`src/rtl/alignment_traceback_if.sv`:
```
// ============================================================================
// Module   : alignment_traceback_if
// Brief    : Handshake, direction-memory and command-array bundle of the
//            alignment traceback stage.
// Revision : 1.0
// ============================================================================
`default_nettype none

interface alignment_traceback_if #(
  parameter int LEN = 7
) ();
  localparam int AW = $clog2((LEN + 1) * (LEN + 1));

  logic                    start;
  logic                    dir_rd_en;
  logic [AW-1:0]           dir_addr;
  logic [1:0]              dir_data;
  logic                    busy;
  logic                    done;
  logic                    cmd_valid;
  logic [0:3*LEN][0:2]     CommandsB;
  logic [0:3*LEN][0:2]     CommandsC;

  // master is the traceback engine, slave is its environment
  modport master (
    input  start, dir_data,
    output dir_rd_en, dir_addr, busy, done, cmd_valid, CommandsB, CommandsC
  );

  modport slave (
    output start, dir_data,
    input  dir_rd_en, dir_addr, busy, done, cmd_valid, CommandsB, CommandsC
  );
endinterface

`default_nettype wire

```
`src/rtl/alignment_traceback.sv`:
```
// ============================================================================
// Module   : alignment_traceback
// Brief    : Walks the Needleman-Wunsch direction matrix from (LEN,LEN) to
//            (0,0) and emits forward-ordered edit commands for B and C.
//            Optional macro TRACEBACK_STATS_EN adds step_count/gap_count.
// Revision : 1.0
// ============================================================================
`default_nettype none

module alignment_traceback #(
  parameter int LEN = 7,
  parameter int AW  = $clog2((LEN + 1) * (LEN + 1))
) (
  input  logic                           clk,
  input  logic                           reset,
  alignment_traceback_if.master          bus
`ifdef TRACEBACK_STATS_EN
  ,
  output logic [$clog2(2*LEN+1)-1:0]     step_count,
  output logic [$clog2(2*LEN+1)-1:0]     gap_count
`endif
);

  localparam int IW   = $clog2(LEN + 1);
  localparam int NW   = $clog2(2 * LEN + 1);
  localparam int KW   = $clog2(3 * LEN + 1);
  localparam int BW   = $clog2(2 * LEN);
  localparam int NCMD = 3 * LEN + 1;

  localparam logic [2:0] c_IDLE   = 3'd0;
  localparam logic [2:0] c_ADDR   = 3'd1;
  localparam logic [2:0] c_DECODE = 3'd2;
  localparam logic [2:0] c_COPY   = 3'd3;
  localparam logic [2:0] c_DONE   = 3'd4;

  localparam logic [2:0] c_DELETE = 3'd0;
  localparam logic [2:0] c_INSERT = 3'd1;
  localparam logic [2:0] c_KEEP   = 3'd2;
  localparam logic [2:0] c_NOP    = 3'd3;

  logic [2:0]              r_state;
  logic [IW-1:0]           r_i;
  logic [IW-1:0]           r_j;
  logic [NW-1:0]           r_n;
  logic [KW-1:0]           r_k;
  logic [2:0]              r_buf_b [0:2*LEN-1];
  logic [2:0]              r_buf_c [0:2*LEN-1];
  logic [0:NCMD-1][0:2]    r_cmd_b;
  logic [0:NCMD-1][0:2]    r_cmd_c;
  logic                    r_cmd_valid;

  logic [1:0]              w_dir;
  logic [2:0]              w_cmd_b;
  logic [2:0]              w_cmd_c;
  logic [IW-1:0]           w_ni;
  logic [IW-1:0]           w_nj;
  logic                    w_k_lt_n;
  logic [BW-1:0]           w_ridx;

`ifdef TRACEBACK_STATS_EN
  logic [NW-1:0]           r_gap;
  logic                    w_gap;
`endif

  // Matrix edges force the walk along the border regardless of memory
  always_comb begin
    w_dir = bus.dir_data;
    if (r_i == '0) begin
      w_dir = 2'b11;
    end else if (r_j == '0) begin
      w_dir = 2'b10;
    end
    w_cmd_b = c_KEEP;
    w_cmd_c = c_KEEP;
    w_ni    = r_i;
    w_nj    = r_j;
`ifdef TRACEBACK_STATS_EN
    w_gap   = 1'b0;
`endif
    case (w_dir)
      2'b00: begin
        w_ni = r_i - IW'(1);
        w_nj = r_j - IW'(1);
      end
      2'b01: begin
        w_cmd_c = c_DELETE;
        w_ni    = r_i - IW'(1);
        w_nj    = r_j - IW'(1);
      end
      2'b10: begin
        w_cmd_c = c_INSERT;
        w_ni    = r_i - IW'(1);
`ifdef TRACEBACK_STATS_EN
        w_gap   = 1'b1;
`endif
      end
      default: begin
        w_cmd_b = c_INSERT;
        w_nj    = r_j - IW'(1);
`ifdef TRACEBACK_STATS_EN
        w_gap   = 1'b1;
`endif
      end
    endcase
  end

  // The reverse buffer holds steps last-to-first; COPY reads it backwards
  assign w_k_lt_n = (r_k < KW'(r_n));
  assign w_ridx   = BW'(KW'(r_n) - r_k - KW'(1));

  always_ff @(posedge clk) begin
    if (reset) begin
      r_state     <= c_IDLE;
      r_i         <= '0;
      r_j         <= '0;
      r_n         <= '0;
      r_k         <= '0;
      r_cmd_b     <= {NCMD{c_NOP}};
      r_cmd_c     <= {NCMD{c_NOP}};
      r_cmd_valid <= 1'b0;
`ifdef TRACEBACK_STATS_EN
      r_gap       <= '0;
`endif
    end else begin
      case (r_state)
        c_IDLE: begin
          if (bus.start) begin
            r_i         <= IW'(LEN);
            r_j         <= IW'(LEN);
            r_n         <= '0;
            r_cmd_valid <= 1'b0;
`ifdef TRACEBACK_STATS_EN
            r_gap       <= '0;
`endif
            r_state     <= c_ADDR;
          end
        end
        c_ADDR: begin
          r_state <= c_DECODE;
        end
        c_DECODE: begin
          r_buf_b[BW'(r_n)] <= w_cmd_b;
          r_buf_c[BW'(r_n)] <= w_cmd_c;
          r_n               <= r_n + NW'(1);
          r_i               <= w_ni;
          r_j               <= w_nj;
`ifdef TRACEBACK_STATS_EN
          if (w_gap) begin
            r_gap <= r_gap + NW'(1);
          end
`endif
          if ((w_ni == '0) && (w_nj == '0)) begin
            r_k     <= '0;
            r_state <= c_COPY;
          end else begin
            r_state <= c_ADDR;
          end
        end
        c_COPY: begin
          r_cmd_b[r_k] <= w_k_lt_n ? r_buf_b[w_ridx] : c_NOP;
          r_cmd_c[r_k] <= w_k_lt_n ? r_buf_c[w_ridx] : c_NOP;
          if (r_k == KW'(3 * LEN)) begin
            r_cmd_valid <= 1'b1;
            r_state     <= c_DONE;
          end else begin
            r_k <= r_k + KW'(1);
          end
        end
        c_DONE: begin
          r_state <= c_IDLE;
        end
        default: begin
          r_state <= c_IDLE;
        end
      endcase
    end
  end

  assign bus.dir_rd_en = (r_state == c_ADDR);
  assign bus.dir_addr  = (r_state == c_ADDR) ?
                         (AW'(r_i) * AW'(LEN + 1) + AW'(r_j)) : '0;
  assign bus.busy      = (r_state == c_ADDR) || (r_state == c_DECODE) ||
                         (r_state == c_COPY);
  assign bus.done      = (r_state == c_DONE);
  assign bus.cmd_valid = r_cmd_valid;
  assign bus.CommandsB = r_cmd_b;
  assign bus.CommandsC = r_cmd_c;

`ifdef TRACEBACK_STATS_EN
  assign step_count = r_n;
  assign gap_count  = r_gap;
`endif

endmodule

`default_nettype wire

```
`src/flat_wrapper.sv`:
```
// flat-port wrapper written by rule: the top's interface ports become plain ports
module alignment_traceback_flat 
#(
  parameter int LEN = 7,
  parameter int AW  = $clog2((LEN + 1) * (LEN + 1))
)
  (clk, reset, bus_start, bus_dir_data, bus_dir_rd_en, bus_dir_addr, bus_busy, bus_done, bus_cmd_valid, bus_CommandsB, bus_CommandsC);
  alignment_traceback_if #(.LEN(LEN)) bus_i ();
  input  logic clk;
  input  logic reset;
  input wire logic [$bits(bus_i.start)-1:0] bus_start;
  input wire logic [$bits(bus_i.dir_data)-1:0] bus_dir_data;
  output wire logic [$bits(bus_i.dir_rd_en)-1:0] bus_dir_rd_en;
  output wire logic [$bits(bus_i.dir_addr)-1:0] bus_dir_addr;
  output wire logic [$bits(bus_i.busy)-1:0] bus_busy;
  output wire logic [$bits(bus_i.done)-1:0] bus_done;
  output wire logic [$bits(bus_i.cmd_valid)-1:0] bus_cmd_valid;
  output wire logic [$bits(bus_i.CommandsB)-1:0] bus_CommandsB;
  output wire logic [$bits(bus_i.CommandsC)-1:0] bus_CommandsC;
  assign bus_i.start = bus_start;
  assign bus_i.dir_data = bus_dir_data;
  assign bus_dir_rd_en = bus_i.dir_rd_en;
  assign bus_dir_addr = bus_i.dir_addr;
  assign bus_busy = bus_i.busy;
  assign bus_done = bus_i.done;
  assign bus_cmd_valid = bus_i.cmd_valid;
  assign bus_CommandsB = bus_i.CommandsB;
  assign bus_CommandsC = bus_i.CommandsC;
  alignment_traceback #(.LEN(LEN), .AW(AW)) u_core (.clk(clk), .reset(reset), .bus(bus_i));
endmodule
```
`config.mk`:
```
export PLATFORM = sky130hd
export DESIGN_NAME = alignment_traceback_flat
export DESIGN_NICKNAME = d
export VERILOG_FILES = /design/src/rtl/alignment_traceback_if.sv /design/src/rtl/alignment_traceback.sv /design/src/flat_wrapper.sv
export SDC_FILE = /design/constraint.sdc
export NUM_CORES = 1
export LEC_CHECK = 0
export ABC_CLOCK_PERIOD_IN_PS = 3800
export CORE_UTILIZATION = 40
export DETAILED_ROUTE_END_ITERATION = 10
export GPL_TIMING_DRIVEN = 0
export HOLD_SLACK_MARGIN = 0.15
export PLACE_DENSITY = 0.65
export SYNTH_ARGS = -nofsm -noshare
export SYNTH_HDL_FRONTEND = slang
export SYNTH_SLANG_ARGS = --single-unit
```
`constraint.sdc`:
```
create_clock -name clk -period 3.8 [get_ports clk]
set_input_delay 0.38 -clock clk [delete_from_list [all_inputs] [get_ports clk]]
set_output_delay 0.38 -clock clk [all_outputs]
set_load 0.02 [all_outputs]
```
==> flow_summary.ini, run 1 <==
[status]
outcome = finished clean

[timing]
max_slew_margin_pct = 43.2
tightest_slew_ns = 0.850
setup_tns_ns = 0
finalSetupViolCount = 0
maxSlewViolCount = 0
fin_skew_ns = 0.00832
setup_ws_ns = 0.336
period_needed_ns = 3.46
max_freq_mhz = 289
period_share_pct = 91.2
hold_violations = 0
rsz0062_at_grt = no

[pwr]
pwr-share-clk_pct = 41.7
vdd_ir_drop_max_uv = 315
p_switching_uw = 939
internal_power_uw = 2860
switching_share_pct = 24.7
power_density_nw_per_um2 = 428
p_comb_share_pct = 9.2
cellLeakagePower_uw = 0.00327
power.share.sequential_pct = 49.1

[clock_tree]
clock_path_buffers = 2
cts_buffers = 17
cts_resized = 0
hold_buffers = 0
clk_pin_slew_ns = 0.06
cts_root_buf = clkbuf_16
cts.sinks = 163
cts_tree = built
post-cts-setup-buffers = 0
htreeDepth = 4
insertion_delay_ns = 0.42

[detailed_routing]
drt-pass1-iter-count = 5
met1_length_um = 7210
vias_per_cell = 4.98
drt_first_iter_violations = 342
finalWirelength_um = 15800
final_antenna_net_count = 0
vias = 5177
dr_wl_met2_um = 7330
route.detailed.drc = 0
avgRoutedWirePerCell_um = 15.2
routed.top_layer = met4
wl_met3_um = 1080

[yosys]
ys_types = 53
yosys_register_bits = 163
synth_edf_count = 56
syn_inst = 643
yosysSeqAreaShare_pct = 55.6
ys_top_cells_by_area = dfxtp_1 (31%), edfxtp_1 (24%), a21oi_1 (5.8%), buf_4 (4.9%), nor3_1 (4.1%)
avgSynthCellArea_um2 = 10.7
synth_top_area_share_pct = 31.2
yosysWarnings = 0
synth_area_um2 = 6870
async_flop_share_pct = 0
yosys.area.top_type = dfxtp_1
ys.flop_type = dfxtp_1

[die]
start_util_pct = 41.2
die_w_um = 133
coreArea_um2 = 16700
ios = 147
dieArea_um2 = 17700
rows = 47
die_y_um = 133

[flow_run]
drv_cap = 0

[critical_path]
worst_ep_required_time_ns = 4.10
crit_fanout = 10
end_kind = flip-flop
setup.worst_path.class = reg2reg
cp-start-kind = flip-flop
r2r_slack_ns = 0.34
worstPathArrival_ns = 3.76

[final_layout]
multi_input_area_um2 = 2700
area_growth_pct = 29.2
nNetsFinal = 833
utilization_pct = 53.2
n_antenna_cell = 0
drive_gt1_share_pct = 14.5
nFillCells = 1451
regArea_um2 = 3820

[global_route]
track_usage_pct = 18.3
grt_max_degree = 21
grt-ovfl-total = 0
grt_pass1_vias = 4854
antenna_found_initial = 0
grt_pass1_wl_um = 25100

[placed_design]
io_buffer_count = 102
place_hpwl_um = 11700
gp_congestion = 0.812
dp_slack_ns = 0.345

[worst_hold_path]
hold_class = reg2reg
[per-layer routing]
| metal | up-vias | global-route usage [%] |
|---|---|---|
| li1 | 2530 | - |
| met1 | 2424 | 23.9 |
| met2 | 207 | 29.3 |
| met3 | 16 | 4.56 |
| met4 | 0 | 6.77 |
| met5 | - | 0 |
[state kept, by name, summed over array words and instances, names as in the netlist]
| name | cells |
|---|---|
| u_core.r_n | 4 |
| u_core.bus.cmd_valid | 1 |
| u_core.r_j | 3 |
| u_core.r_i | 3 |
| u_core.r_k | 5 |
| u_core.bus.CommandsC | 44 |
| u_core.bus.CommandsB | 44 |
| u_core.r_state | 3 |
| u_core.r_buf_b | 28 |
| u_core.r_buf_c | 28 |
[cells in the mapped netlist, types with 2 or more instances]
library cell  instances
edfxtp_1             56
and2_0                2
o21ai_0               5
and2_1               12
o21ai_1               8
nand2b_1             22
o21ba_2               2
nor3_1               56
a311oi_1              2
or3b_2                3
nor2_1               48
buf_4                45
nor2b_1               6
mux4_2               12
a2bb2oi_1             3
mux2_2                3
dfxtp_1             107
or3_1                 6
nor3_2                3
buf_6                 2
xnor2_1               3
o21ai_2              10
a211oi_1             11
buf_2                 4
nand3b_1              5
a22oi_1               3
nor3b_1               3
nand2_1              44
clkbuf_1             18
mux2_1                2
inv_1                16
nand3_1               3
a21oi_1              79
ha_1                 20
[worst max-delay path: stages (launching register included)]
cell and delay, ns:
dfxtp_1 0.45, inv_1 0.14, ha_1 0.26, fa_1 0.60, buf_2 0.32, mux4_2 0.38
nand2_1 0.10, a211oi_1 0.08, nor3_2 0.54, buf_2 0.35, a21oi_1 0.10
[area by class of cell]
class,count,area share (%)
sequential,163,43.0
clock inverter,13,1.11
clock buffer,19,5.10
inverter,16,0.676
tap,220,3.10
timing repair buffer,102,11.5
multi-input combinational,437,30.4
buffer,70,5.09
[placed cells by master (no fill, tap or decap), drive strengths merged, types with 2 or more instances in the layout]
| cell type | count |
|---|---|
| a211oi | 11 |
| a21oi | 80 |
| a22oi | 3 |
| a2bb2oi | 3 |
| a311oi | 2 |
| and2 | 14 |
| buf | 52 |
| clkbuf | 37 |
| clkdlybuf4s50 | 102 |
| clkinv | 8 |
| conb | 44 |
| dfxtp | 107 |
| edfxtp | 56 |
| ha | 20 |
| inv | 21 |
| mux2 | 5 |
| mux4 | 12 |
| nand2 | 44 |
| nand2b | 22 |
| nand3 | 3 |
| nand3b | 5 |
| nor2 | 48 |
| nor2b | 6 |
| nor3 | 59 |
| nor3b | 3 |
| o21ai | 23 |
| o21ba | 2 |
| or3 | 7 |
| or3b | 3 |
| xnor2 | 3 |
[path summary, 6_finish.rpt]
path	from	end	cells past startpoint
worst max-delay path	u_core.r_k[0]$_SDFFE_PP0P_	u_core.bus.CommandsC[24]$_SDFFE_PP1P_	10
worst min-delay path	u_core.bus.CommandsB[7]$_SDFFE_PP1P_	u_core.bus.CommandsB[7]$_SDFFE_PP1P_	1
worst max register to register	u_core.r_k[0]$_SDFFE_PP0P_	u_core.bus.CommandsC[24]$_SDFFE_PP1P_	10
worst min register to register	u_core.bus.CommandsB[7]$_SDFFE_PP1P_	u_core.bus.CommandsB[7]$_SDFFE_PP1P_	1
[power groups by stage]
stage               Sequential [uW]  Clock, uW  Combinational, uW
global route                   1860       1690                384
CTS                            1860       1610                350
global placement               1900          0                335
detailed placement             1900          0                348
floorplan                      1900          0                265
finish                         1860       1590                350
[through the flow]
stage	hold slack [ns]	total power [uW]	instance area [um^2]	instances
6_report	0.442	3800	8880	1040
5_1_grt	0.461	3930	8880	1040
4_1_cts	0.449	3820	8880	1040
3_5_place_dp	0.429	2250	8330	1008
3_3_place_gp	0.426	2240	8330	1008
2_1_floorplan	0.487	2160	7030	686
[logic make-up (layout without fill, tap and decap cells)]
group,after synthesis,in the layout,synth area share [%]
simple gates,218,218,15.9
flops,163,163,55.6
compound gates,132,132,11.6
buf+inv,86,220,7.45
fa+ha+maj,21,21,3.93
mux,18,18,4.90
xor+xnor,4,4,0.510
other cells,1,44,0.0546
(Power assumes the default switching activity.)
==> inputs of run 2 (changes only) <==
--- a/config.mk
+++ b/config.mk
@@ -10,6 +10,7 @@
 export DETAILED_ROUTE_END_ITERATION = 10
 export GPL_TIMING_DRIVEN = 0
 export HOLD_SLACK_MARGIN = 0.15
+export MAX_ROUTING_LAYER = met4
 export PLACE_DENSITY = 0.65
 export SYNTH_ARGS = -nofsm -noshare
 export SYNTH_HDL_FRONTEND = slang
==> flow_summary.ini, run 2 (synthesized netlist as in run 1, its figures left out) <==
[status]
outcome = finished clean

[timing]
setup_tns_ns = 0
hold_violations = 0
finalSetupViolCount = 0
maxSlewViolCount = 0
period_share_pct = 90.9
period_needed_ns = 3.45
max_freq_mhz = 290
rsz0062_at_grt = no
max_slew_margin_pct = 42.6
fin_skew_ns = 0.00755
tightest_slew_ns = 0.859

[detailed_routing]
route.detailed.drc = 0
wl_met3_um = 1260
finalWirelength_um = 15800
drt_first_iter_violations = 332
routed.top_layer = met4
vias = 5190
dr_wl_met2_um = 7290
drt-pass1-iter-count = 5
final_antenna_net_count = 0
vias_per_cell = 4.99
met1_length_um = 7060
avgRoutedWirePerCell_um = 15.2

[pwr]
cellLeakagePower_uw = 0.00327
vdd_ir_drop_max_uv = 316
power.total_uw = 3800
power_density_nw_per_um2 = 428

[clock_tree]
clk_pin_slew_ns = 0.06
htreeDepth = 4
insertion_delay_ns = 0.42
cts_buffers = 17
post-cts-setup-buffers = 0
clock_path_buffers = 2
cts_resized = 0
cts_tree = built
cts_root_buf = clkbuf_16
hold_buffers = 0
cts.sinks = 163

[critical_path]
cpMaxStageDelayCell = fa_1
r2r-start = u_core.r_k[0]$_SDFFE_PP0P_
crit_path_end = u_core.bus.CommandsC[24]$_SDFFE_PP1P_
crit_fanout = 10
r2r_slack_ns = 0.35
reg2reg_depth = 10
cp-start-kind = flip-flop
worst_ep_required_time_ns = 4.10
setup.worst_path.class = reg2reg
crit_path_cell_trace = inv_1, ha_1, fa_1, buf_2, mux4_2, nand2_1, a211oi_1, nor3_2, buf_2, a21oi_1
crit_top_cell = buf_2
critPathMaxStageDelay_ns = 0.61
worstPathArrival_ns = 3.75
end_kind = flip-flop
crit_path_start = u_core.r_k[0]$_SDFFE_PP0P_
r2r-end = u_core.bus.CommandsC[24]$_SDFFE_PP1P_

[die]
die_y_um = 133
die_w_um = 133
ios = 147
dieArea_um2 = 17700
rows = 47
coreArea_um2 = 16700
start_util_pct = 41.2

[final_layout]
layout_commonest_cell = dfxtp_1
area_growth_pct = 29.2
nNetsFinal = 833
n_antenna_cell = 0
final_cell_mix = dfxtp_1 (107), clkdlybuf4s50_1 (102), a21oi_1 (79), nor3_1 (56), edfxtp_1 (56)
drive_gt1_share_pct = 14.5

[global_route]
grt_pass1_vias = 4841
track_usage_pct = 18.9
antenna_found_initial = 0
grt_pass1_wl_um = 25100
grt-ovfl-total = 0
grt_max_degree = 21

[placed_design]
io_buffer_count = 102
gp_congestion = 0.824
place_hpwl_um = 11700

[flow_run]
drv_cap = 0

[worst_hold_path]
min_path_cells = 1
hold_class = reg2reg
## run 2: cell counts in the layout (fill, tap and decap cells not counted)
Identical to the previous run, type by type.
## run 2: area by class of cell
class,count,area (um^2)
Multi-Input combinational cell,437,2700
Tap cell,220,275
Sequential cell,163,3820
Clock inverter,13,98.8
Inverter,16,60.1
Fill cell,1451,7820
Buffer,70,452
Clock buffer,19,453
Timing Repair Buffer,102,1020
## run 2: worst min-delay path by stage
stage | start | to
6_report | u_core.bus.CommandsC[6]$_SDFFE_PP1P_ | u_core.bus.CommandsC[6]$_SDFFE_PP1P_
5_1_grt | u_core.bus.CommandsC[6]$_SDFFE_PP1P_ | u_core.bus.CommandsC[6]$_SDFFE_PP1P_
4_1_cts | u_core.bus.CommandsB[7]$_SDFFE_PP1P_ | u_core.bus.CommandsB[7]$_SDFFE_PP1P_
3_5_place_dp | u_core.bus.CommandsB[7]$_SDFFE_PP1P_ | u_core.bus.CommandsB[7]$_SDFFE_PP1P_
3_3_place_gp | u_core.bus.CommandsC[7]$_SDFFE_PP1P_ | u_core.bus.CommandsC[7]$_SDFFE_PP1P_
2_1_floorplan | u_core.r_i[0]$_SDFFE_PP0P_ | u_core.r_i[0]$_SDFFE_PP0P_
## run 2: per-layer routing
layer	GRT usage, %	vias up
met3	4.90	17
met5	-	-
met2	29.4	238
li1	-	2529
met1	23.9	2406
met4	6.19	0
## run 2: power by group
group          leakage [uW]  total, uW  switching [uW]  internal [uW]
clock network      0.000280       1590             706            879
registers           0.00137       1860            12.3           1850
logic               0.00162        350             221            129
total               0.00327       3800             939           2860
## run 2: critical path: cells and delay by family (launching register included)
kind | cells | cell delay (ns)
AO/OA/AOI/OAI | 2 | 0.18
adder cells (fa/ha/maj) | 2 | 0.87
buffers and inverters | 3 | 0.82
flip-flops | 1 | 0.45
multiplexers | 1 | 0.38
AND/OR/NAND/NOR | 2 | 0.63
## run 2: metrics by stage
| stage | instance area, um^2 | instances | hold WS [ns] | setup slack (ns) | utilization (%) |
|---|---|---|---|---|---|
| after global routing | 8880 | 1040 | 0.461 | 0.144 | 53.2 |
| after global placement | 8330 | 1008 | 0.426 | 0.498 | 49.9 |
| after CTS | 8880 | 1040 | 0.449 | 0.348 | 53.2 |
| after floorplan | 7030 | 686 | 0.487 | 0.862 | - |
| after detailed placement | 8330 | 1008 | 0.429 | 0.345 | 49.9 |
| final | 8880 | 1040 | 0.442 | 0.346 | 53.2 |
